**src/rtl/lstm_pkg.sv**
```systemverilog
// Shared fixed-point constants and activation helpers for the LSTM cell update path.
// The helpers operate on the package word width (DW).
package lstm_pkg;

    localparam int DW   = 16;
    localparam int FRAC = 8;

    typedef logic signed [DW-1:0] fxp_t;

    localparam fxp_t ONE     = fxp_t'(1 << FRAC);
    localparam fxp_t HALF    = fxp_t'(1 << (FRAC - 1));
    localparam fxp_t NEG_ONE = -ONE;
    localparam fxp_t MAX_V   = {1'b0, {(DW-1){1'b1}}};
    localparam fxp_t MIN_V   = {1'b1, {(DW-1){1'b0}}};

    typedef enum logic [1:0] {GATE_I, GATE_F, GATE_G, GATE_O} gate_e;

    function automatic fxp_t sat_add(input fxp_t a, input fxp_t b);
        logic signed [DW:0] s;
        s = (DW+1)'(a) + (DW+1)'(b);
        if (s[DW] != s[DW-1])
            return s[DW] ? MIN_V : MAX_V;
        return s[DW-1:0];
    endfunction

    // Hard sigmoid: x/4 + 0.5, clamped to [0, 1].
    function automatic fxp_t hsig(input fxp_t x);
        logic signed [DW:0] s;
        s = (DW+1)'(x >>> 2) + (DW+1)'(HALF);
        if (s < 0)
            return '0;
        if (s > (DW+1)'(ONE))
            return ONE;
        return s[DW-1:0];
    endfunction

    function automatic fxp_t htanh(input fxp_t x);
        if (x > ONE)
            return ONE;
        if (x < NEG_ONE)
            return NEG_ONE;
        return x;
    endfunction

endpackage

```
**src/rtl/lstm_fxp_mul.sv**
```systemverilog
// Signed fixed-point multiply: full product, round half up, shift by FRAC, saturate.
module lstm_fxp_mul #(
    parameter int WIDTH = 16,
    parameter int FRAC  = 8
) (
    input  logic signed [WIDTH-1:0] a_i,
    input  logic signed [WIDTH-1:0] b_i,
    output logic signed [WIDTH-1:0] p_o
);

    localparam int PW = 2*WIDTH + 1;
    localparam logic signed [PW-1:0] RHALF = {{(PW-FRAC){1'b0}}, 1'b1, {(FRAC-1){1'b0}}};
    localparam logic signed [PW-1:0] MAXV  = {{(WIDTH+2){1'b0}}, {(WIDTH-1){1'b1}}};
    localparam logic signed [PW-1:0] MINV  = {{(WIDTH+2){1'b1}}, {(WIDTH-1){1'b0}}};

    logic signed [PW-1:0] prod;
    logic signed [PW-1:0] rnd;

    assign prod = PW'(a_i) * PW'(b_i);
    assign rnd  = (prod + RHALF) >>> FRAC;

    always_comb begin
        p_o = rnd[WIDTH-1:0];
        if (rnd > MAXV)
            p_o = MAXV[WIDTH-1:0];
        else if (rnd < MINV)
            p_o = MINV[WIDTH-1:0];
    end

endmodule

```
**src/rtl/lstm_cell_update.sv**
```systemverilog
// LSTM cell update: C = sig(f)*C_prev + sig(i)*tanh(g), h = sig(o)*tanh(C).
// Four-stage pipeline under one global enable driven by output backpressure.
module lstm_cell_update #(
    parameter int WIDTH = 16,
    parameter int FRAC  = 8
) (
    input  logic                         clk,
    input  logic                         rst,
    input  logic signed [3:0][WIDTH-1:0] gate_pre,
    input  logic signed [WIDTH-1:0]      c_prev,
    input  logic                         pre_valid,
    output logic                         pre_ready,
    output logic signed [WIDTH-1:0]      c_out,
    output logic signed [WIDTH-1:0]      h_out,
    output logic                         out_valid,
    input  logic                         out_ready
);
    import lstm_pkg::*;

    typedef logic signed [WIDTH-1:0] word_t;

    logic  en;
    logic  v1_q, v2_q, v3_q, v4_q;
    word_t si_q, sf_q, tg_q, so_q, cp_q;
    word_t fc_q, ig_q, o2_q;
    word_t c3_q, t3_q, o3_q;
    word_t c_out_q, h_out_q;
    word_t fc_d, ig_d, c3_d, h_d;

    assign en        = !v4_q || out_ready;
    assign pre_ready = en;
    assign out_valid = v4_q;
    assign c_out     = c_out_q;
    assign h_out     = h_out_q;

    lstm_fxp_mul #(.WIDTH(WIDTH), .FRAC(FRAC)) u_mul_fc (.a_i(sf_q), .b_i(cp_q), .p_o(fc_d));
    lstm_fxp_mul #(.WIDTH(WIDTH), .FRAC(FRAC)) u_mul_ig (.a_i(si_q), .b_i(tg_q), .p_o(ig_d));
    lstm_fxp_mul #(.WIDTH(WIDTH), .FRAC(FRAC)) u_mul_h  (.a_i(o3_q), .b_i(t3_q), .p_o(h_d));

    assign c3_d = sat_add(fc_q, ig_q);

    // Data registers load on every enabled cycle; bubbles carry junk tagged v=0.
    always_ff @(posedge clk) begin
        if (rst) begin
            v1_q    <= 1'b0;
            v2_q    <= 1'b0;
            v3_q    <= 1'b0;
            v4_q    <= 1'b0;
            si_q    <= '0;
            sf_q    <= '0;
            tg_q    <= '0;
            so_q    <= '0;
            cp_q    <= '0;
            fc_q    <= '0;
            ig_q    <= '0;
            o2_q    <= '0;
            c3_q    <= '0;
            t3_q    <= '0;
            o3_q    <= '0;
            c_out_q <= '0;
            h_out_q <= '0;
        end else if (en) begin
            v1_q    <= pre_valid;
            si_q    <= hsig(gate_pre[GATE_I]);
            sf_q    <= hsig(gate_pre[GATE_F]);
            tg_q    <= htanh(gate_pre[GATE_G]);
            so_q    <= hsig(gate_pre[GATE_O]);
            cp_q    <= c_prev;

            v2_q    <= v1_q;
            fc_q    <= fc_d;
            ig_q    <= ig_d;
            o2_q    <= so_q;

            v3_q    <= v2_q;
            c3_q    <= c3_d;
            t3_q    <= htanh(c3_d);
            o3_q    <= o2_q;

            v4_q    <= v3_q;
            c_out_q <= c3_q;
            h_out_q <= h_d;
        end
    end

endmodule

```
**config.mk**
```make
export PLATFORM = sky130hd
export DESIGN_NAME = lstm_cell_update
export DESIGN_NICKNAME = d
export VERILOG_FILES = /design/src/rtl/lstm_pkg.sv /design/src/rtl/lstm_fxp_mul.sv /design/src/rtl/lstm_cell_update.sv
export SDC_FILE = /design/constraint.sdc
export NUM_CORES = 2
export LEC_CHECK = 0
export ABC_CLOCK_PERIOD_IN_PS = 9800
export CAP_MARGIN = 40
export CORE_ASPECT_RATIO = 1.25
export CORE_MARGIN = 5
export CORE_UTILIZATION = 50
export CTS_BUF_LIST = sky130_fd_sc_hd__clkbuf_16
export DETAILED_ROUTE_END_ITERATION = 16
export DONT_BUFFER_PORTS = 1
export PLACE_DENSITY_LB_ADDON = 0.08
export SLEW_MARGIN = 20
export SYNTH_ARGS = -nofsm -noshare
export SYNTH_HDL_FRONTEND = slang
export SYNTH_SLANG_ARGS = --single-unit
```
**constraint.sdc**
```tcl
create_clock -name clk -period 9.8 [get_ports clk]
set_input_delay 1.47 -clock clk [delete_from_list [all_inputs] [get_ports clk]]
set_output_delay 1.47 -clock clk [all_outputs]
set_load 0.02 [all_outputs]
```
==> results.toml <==
[synthesis]
ys_seq_area_frac = 0.1248
synth.avg_cell_area_um2 = 8.448
yosys_warnings = 0
synth_top_family_by_area = "adder cells"
synthCells = 3836
synth_edf_count = 0
synthArstFlopShare = 0
syn_area_um2 = 32410
synth.ff_latch_count = 202
synth_xor_area_frac = 0.02027
yosys-mux-area-fraction = 0.001274
synthAdderAreaFrac = 0.4561
synth_compound_area_frac = 0.1011
yosys.area_share.simple = 0.1976
synth_flop_cell = "dfxtp_1"
synthesis.nets = 4802
ys_types = 80

[layout]
fill_cells = 6236
fin_nets = 4669
mostFrequentLayoutCell = "inv_1"
post-route-util = 0.5255
layout_common_cells = "672 x inv_1, 577 x nand2_1, 499 x fa_1"
n_antenna_cell = 0
area_delta_synth_final_pct = 4.243
drive_gt1_frac = 0.02310

[timing]
hold_viol = 0
maxSlewViolCount = 0
period_minus_slack_ns = 7.952
fmax_mhz = 125.8
tightest_slew_ns = 0.9039
max_slew_margin = 0.3937
grt_setup_unrepaired = "false"
fin_crit_sh = 0.8114
clock-skew-final_ns = 0.01364
tns_ns = 0
setup_viol_count_final = 0

[hold_path]
holdPathStages = 2
min_path_type = "flip-flop to flip-flop"

[power_and_ir_drop]
vdd_drop_max_v = 0.0001288
leakagePower_nw = 16.80
power_density_nw_per_um2 = 73.35

[routing]
vias = 25240
drt_wl_total_um = 80540
via_per_inst = 5.521
drcViolationCount = 0
ant_nets = 0
post_drt_wl_per_cell_um = 17.62
first_pass_iters = 7
drtIter0Drc = 1030

[floorplanning]
fp.dieW_um = 237.7
initial_core_util = 0.5041
coreArea_um2 = 64280
die_y_um = 294.6
num_io_pins = 118
fp.dieArea_um2 = 70040
rows = 104

[grt]
grtUsageMet1 = 0.2811
grt_use_met3 = 0.01900
grt_usage = 0.2319
busiest_layer = "met2"
met2_usage = 0.4422
antenna_found_initial = 0
grt_pass1_vias = 27040
grt_max_degree = 189
grt_pass1_wl_um = 135400
grt_overflow_total = 0

[setup_path]
arrival_ns = 8.42
worstRegToRegCells = 23
path_common_cell = "fa_1"
cp-end-kind = "flip-flop"
crit_slowest_cell = "dfxtp_1"
crit_path_max_fanout = 17
start_kind = "flip-flop"
worstPathRequired_ns = 10.27
critical_path_class = "flip-flop to flip-flop"
cpPeakStageDelay_ns = 0.87
cp_cell_sequence = "nand2_1, fa_1, inv_1, fa_1, inv_1, fa_1, inv_1, fa_1, fa_1, inv_1, fa_1, inv_1, ha_1, nand4_1, nor2_1, nand4_2, a311oi_2, o21ai_0, a221oi_2, or4b_4, o41ai_4, nand3b_1, a211oi_1"

[placed_design]
place.gp.congestion = 0.9042
dp_hpwl_um = 64300
port_buffers = 0

[run]
maxCapViolations = 0

[cts]
clk_path_buf_depth = 3
worstSkewPairLatency_ns = 0.56
cts_tree = "done"
cts_sinks = 202
numCtsBuffers = 26
clkSlewWorstSetupHoldPaths_ns = 0.06
cts.repair.resized = 0
cts_htree_levels = 1
post_cts_buffers = 0
root_buffer = "clkbuf_16"
holdBufCountCts = 0

[run_status]
status = "finished clean"
power breakdown:
part           switching, mW  internal (mW)
combinational          0.276          0.181
sequential             0.150          0.895
clock                  0.406          0.569
total                  0.832           1.65
critical path, delay by kind of cell (launching register included):
kind                       cells  cell delay (ns)
and+or+nand+nor                6             1.43
AOI/OAI and AO/OA              5             1.87
adders and majority gates      7             3.43
DFF                            1             0.87
buffers and inverters          5             0.24
cells in the mapped netlist, types with 19 or more instances:
cell,instances,area share
nand2_1,577,0.067
clkbuf_1,160,0.019
a22oi_1,33,0.0076
o21ai_0,65,0.010
dfxtp_1,202,0.12
ha_1,383,0.15
nand4_1,28,0.0054
nand2b_1,22,0.0042
o21a_1,19,0.0044
nor2_1,180,0.021
a211oi_1,43,0.010
and2_1,334,0.064
inv_1,667,0.077
a21oi_1,176,0.027
xor2_1,40,0.011
nor3_1,38,0.0059
nor2b_1,41,0.0079
o211ai_1,19,0.0044
fa_1,499,0.31
nand3_1,49,0.0076
xnor2_1,35,0.0095
a21o_1,26,0.0060
registers in the layout (all words and copies together), names as in the netlist, 16 cells and up:
register  count
t3_q         16
c3_q         16
tg_q         16
cp_q         16
h_out        16
ig_q         16
fc_q         16
c_out        16
metal layers:
metal | vias up | wire [um] | part of all wire
met5 | - | 0 | 0
met4 | 0 | 2248 | 0.028
li1 | 11860 | - | -
met3 | 141 | 2722 | 0.034
met2 | 482 | 43010 | 0.53
met1 | 12750 | 32550 | 0.40
area by class of cell:
cell class	count	area [um2]	share of cell area
inverter	668	2512	0.07437
multi-input combinational	2789	25180	0.7453
clock inverter	22	222.7	0.006593
tap	848	1061	0.03141
timing repair buffer	16	115.1	0.003407
sequential	202	4044	0.1197
clock buffer	26	650.6	0.01926
final timing paths:
check,startpoint,to,slack [ns]
worst min-delay path,o2_q[9],o2_q[9],0.45
worst max-delay path,si_q[7],ig_q[13],1.85
worst max register to register,si_q[7],ig_q[13],1.85
worst min register to register,o2_q[9],o2_q[9],0.45
cells by family (layout without fill, tap and decap cells):
| logic type | after synthesis | after routing |
|---|---|---|
| AOI/OAI and AO/OA | 494 | 494 |
| xor gates and xnor gates | 75 | 75 |
| adders and majority gates | 882 | 882 |
| buffers and inverters | 845 | 732 |
| DFF | 202 | 202 |
| muxes | 4 | 4 |
| and+or+nand+nor | 1334 | 1334 |
metrics by stage:
step                      hold slack (ns)  power, mW  setup WS [ns]  instances  area, um2
final                              0.4504      2.478          1.848       4571      33780
after global routing               0.4639      2.612          1.339       4571      33780
after CTS                          0.4523      2.512          1.898       4569      33760
after detailed placement           0.4439      1.519          1.944       4521      32890
after global placement             0.4345      1.502          2.037       4515      32850
after floorplan                    0.4296      1.362          3.068       3836      32410
(Power assumes the default switching activity.)
